==> config.mk <==
export PLATFORM = sky130hd
export DESIGN_NAME = draw_link_sprite
export DESIGN_NICKNAME = d
export VERILOG_FILES = /design/src/rtl/zelda_pkg.sv /design/src/rtl/sprite_scan_counter.sv /design/src/rtl/draw_link_sprite.sv
export SDC_FILE = /design/constraint.sdc
export NUM_CORES = 1
export LEC_CHECK = 0
export ABC_CLOCK_PERIOD_IN_PS = 3500
export CORE_MARGIN = 10
export CORE_UTILIZATION = 45
export CTS_CLUSTER_DIAMETER = 200
export CTS_CLUSTER_SIZE = 25
export DETAILED_ROUTE_END_ITERATION = 6
export PLACE_DENSITY = 0.76
export SYNTH_ARGS = -nofsm -noshare
export SYNTH_HDL_FRONTEND = slang
export SYNTH_SLANG_ARGS = --single-unit
==> constraint.sdc <==
create_clock -name i_clock -period 3.5 [get_ports i_clock]
set_input_delay 0.7 -clock i_clock [delete_from_list [all_inputs] [get_ports i_clock]]
set_output_delay 0.7 -clock i_clock [all_outputs]
set_load 0.005 [all_outputs]
==> src/rtl/zelda_pkg.sv <==
// Constants and types shared by the game's sprite blitters.
package zelda_pkg;

  localparam int SPRITE_W = 16;
  localparam int SPRITE_H = 16;
  localparam int SCREEN_W = 160;
  localparam int SCREEN_H = 120;
  localparam int COLOR_W  = 9;

  localparam logic [COLOR_W-1:0] TRANSP = 9'h1FF;

  localparam logic [1:0] DIR_DOWN  = 2'd0;
  localparam logic [1:0] DIR_UP    = 2'd1;
  localparam logic [1:0] DIR_LEFT  = 2'd2;
  localparam logic [1:0] DIR_RIGHT = 2'd3;

  typedef enum logic [1:0] {
    S_IDLE  = 2'd0,
    S_FETCH = 2'd1,
    S_DRAIN = 2'd2,
    S_DONE  = 2'd3
  } blit_state_t;

endpackage

==> src/rtl/sprite_scan_counter.sv <==
// Row/column scan counter for sprite blitters: column is the fast index,
// row advances when the column wraps.
module sprite_scan_counter #(
  parameter int COL_W = 4,
  parameter int ROW_W = 4
) (
  input  logic             i_clock,
  input  logic             i_reset,
  input  logic             i_clear,
  input  logic             i_step,
  output logic [COL_W-1:0] o_col,
  output logic [ROW_W-1:0] o_row,
  output logic             o_last
);

  logic [COL_W-1:0] r_col;
  logic [ROW_W-1:0] r_row;

  always_ff @(posedge i_clock or posedge i_reset) begin
    if (i_reset) begin
      r_col <= '0;
      r_row <= '0;
    end else if (i_clear) begin
      r_col <= '0;
      r_row <= '0;
    end else if (i_step) begin
      r_col <= r_col + 1'b1;
      if (&r_col) r_row <= r_row + 1'b1;
    end
  end

  assign o_col  = r_col;
  assign o_row  = r_row;
  assign o_last = (&r_col) & (&r_row);

endmodule

==> src/rtl/draw_link_sprite.sv <==
// Blits Link's sprite frame for the current facing direction from the sprite
// ROM into the frame buffer, skipping colour-keyed and off-screen pixels.
module draw_link_sprite
  import zelda_pkg::*;
#(
  parameter int                 SPRITE_W = zelda_pkg::SPRITE_W,
  parameter int                 SPRITE_H = zelda_pkg::SPRITE_H,
  parameter int                 SCREEN_W = zelda_pkg::SCREEN_W,
  parameter int                 SCREEN_H = zelda_pkg::SCREEN_H,
  parameter int                 COLOR_W  = zelda_pkg::COLOR_W,
  parameter logic [COLOR_W-1:0] TRANSP   = zelda_pkg::TRANSP,
  localparam int                COL_W    = $clog2(SPRITE_W),
  localparam int                ROW_W    = $clog2(SPRITE_H),
  localparam int                ADDR_W   = 2 + COL_W + ROW_W
) (
  input  logic               i_clock,
  input  logic               i_reset,
  input  logic               i_draw_link,
  input  logic [7:0]         i_link_x,
  input  logic [6:0]         i_link_y,
  input  logic [1:0]         i_link_dir,
  output logic [ADDR_W-1:0]  o_rom_addr,
  input  logic [COLOR_W-1:0] i_rom_data,
  output logic [7:0]         o_fb_x,
  output logic [6:0]         o_fb_y,
  output logic [COLOR_W-1:0] o_fb_colour,
  output logic               o_fb_we,
  output logic               o_draw_link_done
);

  blit_state_t        r_state, w_state_next;
  logic [7:0]         r_x;
  logic [6:0]         r_y;
  logic [1:0]         r_dir;
  logic [8:0]         r_px_x;
  logic [7:0]         r_px_y;
  logic               r_pix_valid;
  logic [COLOR_W-1:0] r_colour;
  logic               w_start, w_step, w_last, w_in_range, w_fb_we;
  logic [COL_W-1:0]   w_col;
  logic [ROW_W-1:0]   w_row;

  sprite_scan_counter #(.COL_W(COL_W), .ROW_W(ROW_W)) u_scan (
    .i_clock (i_clock),
    .i_reset (i_reset),
    .i_clear (w_start),
    .i_step  (w_step),
    .o_col   (w_col),
    .o_row   (w_row),
    .o_last  (w_last)
  );

  always_comb begin
    w_state_next = r_state;
    w_start      = 1'b0;
    w_step       = 1'b0;
    case (r_state)
      S_IDLE: begin
        if (i_draw_link) begin
          w_state_next = S_FETCH;
          w_start      = 1'b1;
        end
      end
      S_FETCH: begin
        if (!i_draw_link) begin
          w_state_next = S_IDLE;
        end else begin
          w_step = 1'b1;
          if (w_last) w_state_next = S_DRAIN;
        end
      end
      S_DRAIN: w_state_next = i_draw_link ? S_DONE : S_IDLE;
      S_DONE:  if (!i_draw_link) w_state_next = S_IDLE;
      default: w_state_next = S_IDLE;
    endcase
  end

  always_ff @(posedge i_clock or posedge i_reset) begin
    if (i_reset) begin
      r_state     <= S_IDLE;
      r_x         <= '0;
      r_y         <= '0;
      r_dir       <= '0;
      r_px_x      <= '0;
      r_px_y      <= '0;
      r_pix_valid <= 1'b0;
      r_colour    <= '0;
    end else begin
      r_state     <= w_state_next;
      r_pix_valid <= w_step;
      if (w_start) begin
        r_x   <= i_link_x;
        r_y   <= i_link_y;
        r_dir <= i_link_dir;
      end
      // Coordinates are one bit wider so sprites hanging off the edge clip instead of wrapping.
      if (w_step) begin
        r_px_x <= {1'b0, r_x} + 9'(w_col);
        r_px_y <= {1'b0, r_y} + 8'(w_row);
      end
      if (w_fb_we) r_colour <= i_rom_data;
    end
  end

  assign w_in_range = (r_px_x < 9'(SCREEN_W)) && (r_px_y < 8'(SCREEN_H));
  assign w_fb_we    = r_pix_valid && (i_rom_data != TRANSP) && w_in_range;

  assign o_rom_addr       = {r_dir, w_row, w_col};
  assign o_fb_x           = r_px_x[7:0];
  assign o_fb_y           = r_px_y[6:0];
  assign o_fb_colour      = w_fb_we ? i_rom_data : r_colour;
  assign o_fb_we          = w_fb_we;
  assign o_draw_link_done = (r_state == S_DONE);

endmodule

==> results of run 1 <==
[stage by stage]
stage | util [%] | cells
global placement | 56.2 | 361
CTS | 58.1 | 369
global route | 58.1 | 369
detailed placement | 56.2 | 361
finish | 58.1 | 369
floorplan | - | 241
[power breakdown]
part / internal (µW) / switching (µW)
clock: 215 / 211
sequential: 733 / 83.2
combinational: 297 / 185
[worst max-delay path, cell delays in order]
cell                              delay, ns
sky130_fd_sc_hd__clkdlybuf4s50_1       0.43
sky130_fd_sc_hd__nand4_1               0.11
sky130_fd_sc_hd__nor2_1                0.07
sky130_fd_sc_hd__a41oi_4               0.41
sky130_fd_sc_hd__mux2_2                0.40
sky130_fd_sc_hd__clkdlybuf4s50_1       0.47
[layer usage]
layer	vias to the layer above	track usage [%]	share of wire, %
li1	940	-	-
met1	918	16.8	47
met2	53	19.4	45
met3	7	3.34	5.5
met4	0	4.77	1.5
met5	-	0	0
[area by class of cell]
cell class                      instances  area, µm²  area share [%]
Clock buffer                            5       68.8            2.02
Clock inverter                          3       43.8            1.29
Inverter                                6       22.5           0.662
Multi-Input combinational cell        159       1160            34.0
Sequential cell                        54       1350            39.7
Tap cell                               75       93.8            2.76
Timing Repair Buffer                   67        663            19.5
[cell families after synthesis]
logic type | Yosys count
AO/OA/AOI/OAI | 47
XOR/XNOR | 5
adder cells (fa/ha/maj) | 12
buffers and inverters | 28
flip-flops | 54
multiplexers | 26
AND/OR/NAND/NOR | 69
[cells in the mapped netlist, drive strengths merged (3+ instances only)]
cell type  number
a21o            7
a21oi           6
a31oi           3
buf            20
dfrtp          54
ha             10
inv             6
mux2           24
nand2          35
nand3           5
nand4           5
nor2            8
nor3            4
nor3b           3
o21ai          15
or3             3
xnor2           3
[state kept, by name, summed over array words and instances, names as in the netlist, 4 cells and up]
name          cells
r_colour          9
r_px_x            9
r_px_y            8
r_x               8
r_y               7
u_scan.o_col      4
u_scan.o_row      4
[layout by cell type, fill, tap and decap left out, types with 2 or more instances in the layout]
cell type | synthesis | layout
sky130_fd_sc_hd__or3_1 | 3 | 3
sky130_fd_sc_hd__inv_1 | 6 | 5
sky130_fd_sc_hd__mux2i_1 | 2 | 2
sky130_fd_sc_hd__nand3_1 | 5 | 5
sky130_fd_sc_hd__a21oi_1 | 6 | 6
sky130_fd_sc_hd__nand4_1 | 5 | 5
sky130_fd_sc_hd__a22o_1 | 2 | 2
sky130_fd_sc_hd__xor2_1 | 2 | 2
sky130_fd_sc_hd__o31ai_1 | 2 | 2
sky130_fd_sc_hd__dfrtp_1 | 54 | 54
sky130_fd_sc_hd__clkdlybuf4s50_1 | 0 | 64
sky130_fd_sc_hd__nor2_1 | 7 | 7
sky130_fd_sc_hd__mux2_2 | 24 | 24
sky130_fd_sc_hd__buf_4 | 15 | 3
sky130_fd_sc_hd__a21o_1 | 7 | 7
sky130_fd_sc_hd__o21ai_0 | 14 | 14
sky130_fd_sc_hd__fa_1 | 2 | 2
sky130_fd_sc_hd__nand2_1 | 35 | 35
sky130_fd_sc_hd__nor3_1 | 4 | 4
sky130_fd_sc_hd__xnor2_1 | 3 | 3
sky130_fd_sc_hd__clkbuf_8 | 0 | 5
sky130_fd_sc_hd__a31oi_1 | 3 | 3
sky130_fd_sc_hd__nor3b_1 | 3 | 3
sky130_fd_sc_hd__ha_1 | 10 | 10
sky130_fd_sc_hd__o21a_1 | 2 | 2
[final timing paths]
kind                                  from              to  slack (ns)  cells past startpoint
setup / recovery             i_rom_data[7]  o_fb_colour[0]        0.21                      6
hold / removal                   r_px_x[0]       r_px_x[0]        0.48                      2
setup reg to reg           u_scan.o_col[0]       r_px_x[6]        1.47                      6
hold reg to reg                  r_px_x[0]       r_px_x[0]        0.48                      2
max in group asynchronous          i_reset       r_px_y[3]        2.16                      3
min in group asynchronous          i_reset     r_colour[4]        0.88                      3
==> impl_summary.txt, run 1 <==
----------------------------------------------------
[Synthesis]
  Leading post-synthesis cells by cell area ... sky130_fd_sc_hd__dfrtp_1 (50%), sky130_fd_sc_hd__mux2_2 (10%), sky130_fd_sc_hd__nand2_1 (4.9%)
  Most frequently used flop master after synthesis ... sky130_fd_sc_hd__dfrtp_1
  Fraction of the mapped netlist area in simple logic gates ... 12.3%
  Share of cell area taken by muxes after synthesis ... 10.8%
  Cell count after synthesis ... 241
  Count of different cell masters after synthesis ... 44
  Area share of the largest cell type after synthesis ... 50.4%
  Sequential fraction of the synthesis area ... 50.4%
  Cell type with the highest aggregate area in the netlist ... sky130_fd_sc_hd__dfrtp_1
  Total standard cell area after synthesis ... 2680 µm²
  Adder-cell share of the synthesized area ... 6.16%
  Number of flops mapped to enable cells by yosys ... 0
  Post-synthesis compound-gate area fraction ... 12.2%
  Avg Inst Size Synth ... 11.1 µm²
  Net count after synthesis ... 282
  Async S/R FF share, synth ... 100%
  Combinational family with the most area after synthesis ... simple AND/OR/NAND/NOR gates
  Synth warn ... 0
  Post-synthesis share of cell area spent on xor and xnor gates ... 1.63%
  Yosys reg bits ... 54

[Detailed routing]
  Aggregate routed wire length ... 5880 µm
  First-iteration detailed-routing DRC count ... 66
  Detail-routed net length per standard cell ... 15.9 µm
  DRC violation count after routing ... 0
  Number of routed nets with antenna violations ... 0
  Number of vias after detailed routing ... 1918
  Pre-Repair DR Iteration Count ... 4
  Average via count per standard cell ... 5.20

[STA]
  Min Clock Period, post-route ... 3.29 ns
  Sum of negative setup slack ... 0 ns
  Final Hold Viols ... 0
  Relative slew slack ... 54.7%
  Worst slack on hold paths ... 0.479 ns
  Final setup fails ... 0
  Unrepaired setup endpoints after global routing ... false
  Slew of the pin with the lowest slew margin ... 0.680 ns
  Period utilization ... 94.1%
  Final clock skew ... 0.0116 ns
  Worst setup slack after layout ... 0.207 ns
  Number of max-slew violations in the final report ... 0
  Max Clock Freq ... 304 MHz

[Hold path]
  Tightest Hold Check Type ... flip-flop to flip-flop

[Finish]
  Fill cell count ... 513
  Signed area change from the synthesized netlist to the final layout ... 26.8%
  Final #Nets ... 334
  Layout Cell Area excl Fill ... 3400 µm²
  Final antenna diode count ... 0
  Fraction of final layout cells with drive strength greater than 1 ... 13.6%

[Clock tree]
  Clock latency at the later pin of the worst-skew pair ... 0.31 ns
  CTS Root Cell ... sky130_fd_sc_hd__clkbuf_8
  Number of setup buffers added after CTS ... 0
  Clock transition at the register clock pins on the worst setup and hold paths after CTS ... 0.09 ns
  Number of clock sinks ... 54
  CTS Buffer Depth ... 2
  TritonCTS clock tree ... done
  Clock buffer count from CTS ... 5
  Number of gates resized after cts ... 0
  Post-CTS Hold Fix Bufs ... 0
  Total number of H-tree levels ... 2

[GRT]
  Largest net degree at the start of global routing ... 55
  Remaining Overflow, GRT ... 0
  Global-route wire length before repair ... 10100 µm
  Antenna violations before repair ... 0
  Vias in the first global route ... 1990
  Combined global-route utilization of all metal layers ... 12.7%

[Power]
  Leakage power of the design ... 0.00147 µW
  Post-route total power ... 1720 µW
  Largest vdd supply drop ... 0.000205 V
  Power per unit of standard cell area ... 507 nW/µm²

[Floorplan]
  Height of the die ... 97.2 µm
  Horizontal extent of the die ... 97.2 µm
  DIE AREA ... 9450 µm²
  Row count ... 28
  IO Count ... 65
  Core Box Area ... 5850 µm²
  Initial standard-cell utilization of the core ... 45.8%

[Job]
  Count of max-cap constraint violations ... 0

[Critical path]
  Type of the setup path with the least slack ... input port to output port
  Maximum fanout along the worst path ... 10
  Startpoint class of the critical path ... input port
  Worst Setup End Kind ... output port
  Required time at the endpoint of the critical path ... 2.80 ns
  Critical path data arrival time ... 2.59 ns

[Outcome]
  Run status ... completed

[Placed design]
  Port buffer count ... 64
  Worst setup slack after placement ... 0.175 ns
  Weighted congestion reported at the end of routability-driven placement ... 0.788
  DP Area ... 3290 µm²
  DPL Wire Length ... 4400 µm

----------------------------------------------------
Power figures use the tool's default switching activity.
==> run 2, diff against run 1 <==
Settings changed: CAP_MARGIN from default to 30, SYNTH_HIERARCHICAL from default to 1.
==> run 2 against run 1 <==
  * Synthesized cell count down 2.5%
  * Routed wire length down 2.0%
  * Clock skew down 0.0058 ns
  * Register-to-register slack about the same
  * Global-route usage down 0.51 points
  * Non-clock buffer count up 1
  * Sequential cell count unchanged
  * Critical path depth unchanged
  * Sequential share of layout area about the same
  * Clock power down 6.4%
  * Largest power group unchanged
  * Highest routed layer unchanged
==> impl_summary.txt, run 2 <==
----------------------------------------------------
[Synthesis]
  Cell type with the highest aggregate area in the netlist ... sky130_fd_sc_hd__dfrtp_1
  Most common cell in the synthesized netlist ... sky130_fd_sc_hd__dfrtp_1
  Synth warn ... 6
  Net count after synthesis ... 276
  Avg Inst Size Synth ... 11.3 µm²
  Most frequently used flop master after synthesis ... sky130_fd_sc_hd__dfrtp_1
  Total standard cell area after synthesis ... 2650 µm²
  Ranking of synthesized cells by instance count ... sky130_fd_sc_hd__dfrtp_1 (54), sky130_fd_sc_hd__nand2_1 (28), sky130_fd_sc_hd__mux2_2 (23)
  Number of flops mapped to enable cells by yosys ... 0
  Count of different cell masters after synthesis ... 40
  Cell count after synthesis ... 235
  Yosys reg bits ... 54
  Leading post-synthesis cells by cell area ... sky130_fd_sc_hd__dfrtp_1 (51%), sky130_fd_sc_hd__mux2_2 (9.8%), sky130_fd_sc_hd__ha_1 (4.7%)
  Async S/R FF share, synth ... 100%
  Area share of the largest cell type after synthesis ... 51.0%
  Sequential fraction of the synthesis area ... 51.0%

[GRT]
  Remaining Overflow, GRT ... 0
  Vias in the first global route ... 2076
  Antenna violations before repair ... 0
  Combined global-route utilization of all metal layers ... 12.2%
  Largest net degree at the start of global routing ... 28
  Global-route wire length before repair ... 9830 µm

[Critical path]
  FF-to-FF path depth ... 6
  Destination of the critical timing path ... o_fb_colour[0]
  Critical path data arrival time ... 2.55 ns
  Worst-case register-to-register setup slack ... 1.46 ns
  Maximum fanout along the worst path ... 10
  Worst flop-to-flop path endpoint ... r_px_x[6]
  Worst setup path start ... i_rom_data[7]
  Worst Setup End Kind ... output port
  Required time at the endpoint of the critical path ... 2.80 ns
  Type of the setup path with the least slack ... input port to output port
  R2r startpoint ... u_scan/o_col[0]
  Startpoint class of the critical path ... input port

[Finish]
  Layout Cell Area excl Fill ... 3400 µm²
  Signed area change from the synthesized netlist to the final layout ... 28.3%
  Largest registers ranked by flip-flop count ... r_colour x9, r_px_x x9
  Leading cell types in the layout, fill and taps excluded ... sky130_fd_sc_hd__clkdlybuf4s50_1 (64), sky130_fd_sc_hd__dfrtp_1 (54), sky130_fd_sc_hd__nand2_1 (28)
  Most common cell after layout, fill and taps aside ... sky130_fd_sc_hd__clkdlybuf4s50_1
  Fill cell count ... 492
  Final #Nets ... 330
  Final Util ... 60.6%
  Fraction of final layout cells with drive strength greater than 1 ... 14.1%
  Final antenna diode count ... 0

[STA]
  Final Hold Viols ... 0
  Slew of the pin with the lowest slew margin ... 0.475 ns
  Relative slew slack ... 68.3%
  Max Clock Freq ... 307 MHz
  Period utilization ... 93.0%
  Worst setup slack after layout ... 0.246 ns
  Number of max-slew violations in the final report ... 0
  Final clock skew ... 0.00579 ns
  Min Clock Period, post-route ... 3.25 ns
  Final setup fails ... 0
  Sum of negative setup slack ... 0 ns
  Unrepaired setup endpoints after global routing ... false

[Floorplan]
  Core Box Area ... 5610 µm²
  Height of the die ... 96.7 µm
  Initial standard-cell utilization of the core ... 47.2%
  DIE AREA ... 9350 µm²
  Row count ... 27
  Horizontal extent of the die ... 96.7 µm
  IO Count ... 65

[Detailed routing]
  Aggregate routed wire length ... 5760 µm
  Number of routed nets with antenna violations ... 0
  Pre-Repair DR Iteration Count ... 4
  DRC violation count after routing ... 0
  First-iteration detailed-routing DRC count ... 52
  Average via count per standard cell ... 5.24
  Number of vias after detailed routing ... 1896
  Detail-routed net length per standard cell ... 15.9 µm

[Clock tree]
  Clock latency at the later pin of the worst-skew pair ... 0.31 ns
  Clock transition at the register clock pins on the worst setup and hold paths after CTS ... 0.09 ns
  TritonCTS clock tree ... done
  Total number of H-tree levels ... 2
  Number of clock sinks ... 54
  CTS Buffer Depth ... 2
  Number of setup buffers added after CTS ... 0
  Clock buffer count from CTS ... 5
  Post-CTS Hold Fix Bufs ... 0
  Number of gates resized after cts ... 0
  CTS Root Cell ... sky130_fd_sc_hd__clkbuf_8

[Placed design]
  DP Area ... 3290 µm²
  Port buffer count ... 64
  Worst setup slack after placement ... 0.226 ns
  DPL Wire Length ... 4300 µm
  Weighted congestion reported at the end of routability-driven placement ... 0.790

[Power]
  Largest vdd supply drop ... 0.000236 V
  Power per unit of standard cell area ... 489 nW/µm²
  Leakage power of the design ... 0.00150 µW

[Job]
  Count of max-cap constraint violations ... 0

[Outcome]
  Run status ... completed

[Hold path]
  Tightest Hold Check Type ... flip-flop to flip-flop

----------------------------------------------------
run 2: changes by cell type in the layout (fill, tap and decap cells not counted), sizes merged, moves of 3 or more:
cell / previous run / this run
a21o: 7 / 4
clkbuf: 5 / 8
nand2: 35 / 28
xor2: 2 / 5
nor2: 8 / 13
nor3: 4 / 1
run 2: worst min-delay path by stage:
stage / start / end / slack [ns] / cells past startpoint
2_1_floorplan: r_px_x[8] / r_px_x[8] / 0.44 / 2
3_3_place_gp: r_px_y[0] / r_px_y[0] / 0.46 / 2
3_5_place_dp: r_colour[7] / r_colour[7] / 0.47 / 1
4_1_cts: r_colour[7] / r_colour[7] / 0.49 / 1
5_1_grt: r_colour[7] / r_colour[7] / 0.50 / 1
6_report: r_px_x[8] / r_px_x[8] / 0.49 / 2
run 2: through the flow:
step           std cells  hold slack [ns]  total power (µW)
2_1_floorplan        235            0.444              1070
3_3_place_gp         353            0.462              1260
3_5_place_dp         354            0.470              1280
4_1_cts              362            0.492              1690
5_1_grt              362            0.500              1770
6_report             362            0.487              1660
run 2: critical path, cell delays in order:
cell and delay (ns):
sky130_fd_sc_hd__clkdlybuf4s50_1 0.42, sky130_fd_sc_hd__nand4_1 0.11, sky130_fd_sc_hd__nor2_1 0.07, sky130_fd_sc_hd__a41oi_4 0.40, sky130_fd_sc_hd__mux2_2 0.39, sky130_fd_sc_hd__clkdlybuf4s50_1 0.46
run 2: cell type report:
| class | count | area, µm² | area share (%) |
|---|---|---|---|
| Clock buffer | 8 | 110 | 3.24 |
| Inverter | 9 | 33.8 | 0.994 |
| Multi-Input combinational cell | 151 | 1130 | 33.2 |
| Sequential cell | 54 | 1350 | 39.8 |
| Tap cell | 72 | 90.1 | 2.65 |
| Timing Repair Buffer | 68 | 683 | 20.1 |
run 2: per-layer routing:
layer,part of all wire (%),wire length (µm),up-vias,global-route usage [%]
li1,-,-,917,-
met1,47,2700,918,15.2
met2,46,2640,57,19.6
met3,6.7,387,4,4.47
met4,0.57,33,0,2.82
met5,0,0,-,0
run 2: kinds of logic after synthesis:
logic type	Yosys count	synth area share [%]
mux	25	10.5
xor+xnor	9	2.98
buf+inv	30	6.52
compound gates	40	10.2
flops	54	51.0
simple gates	65	12.5
fa+ha+maj	12	6.24
run 2: power breakdown:
| part | switching (µW) | internal [µW] |
|---|---|---|
| Combinational | 173 | 283 |
| Sequential | 74.9 | 731 |
| Clock | 198 | 200 |
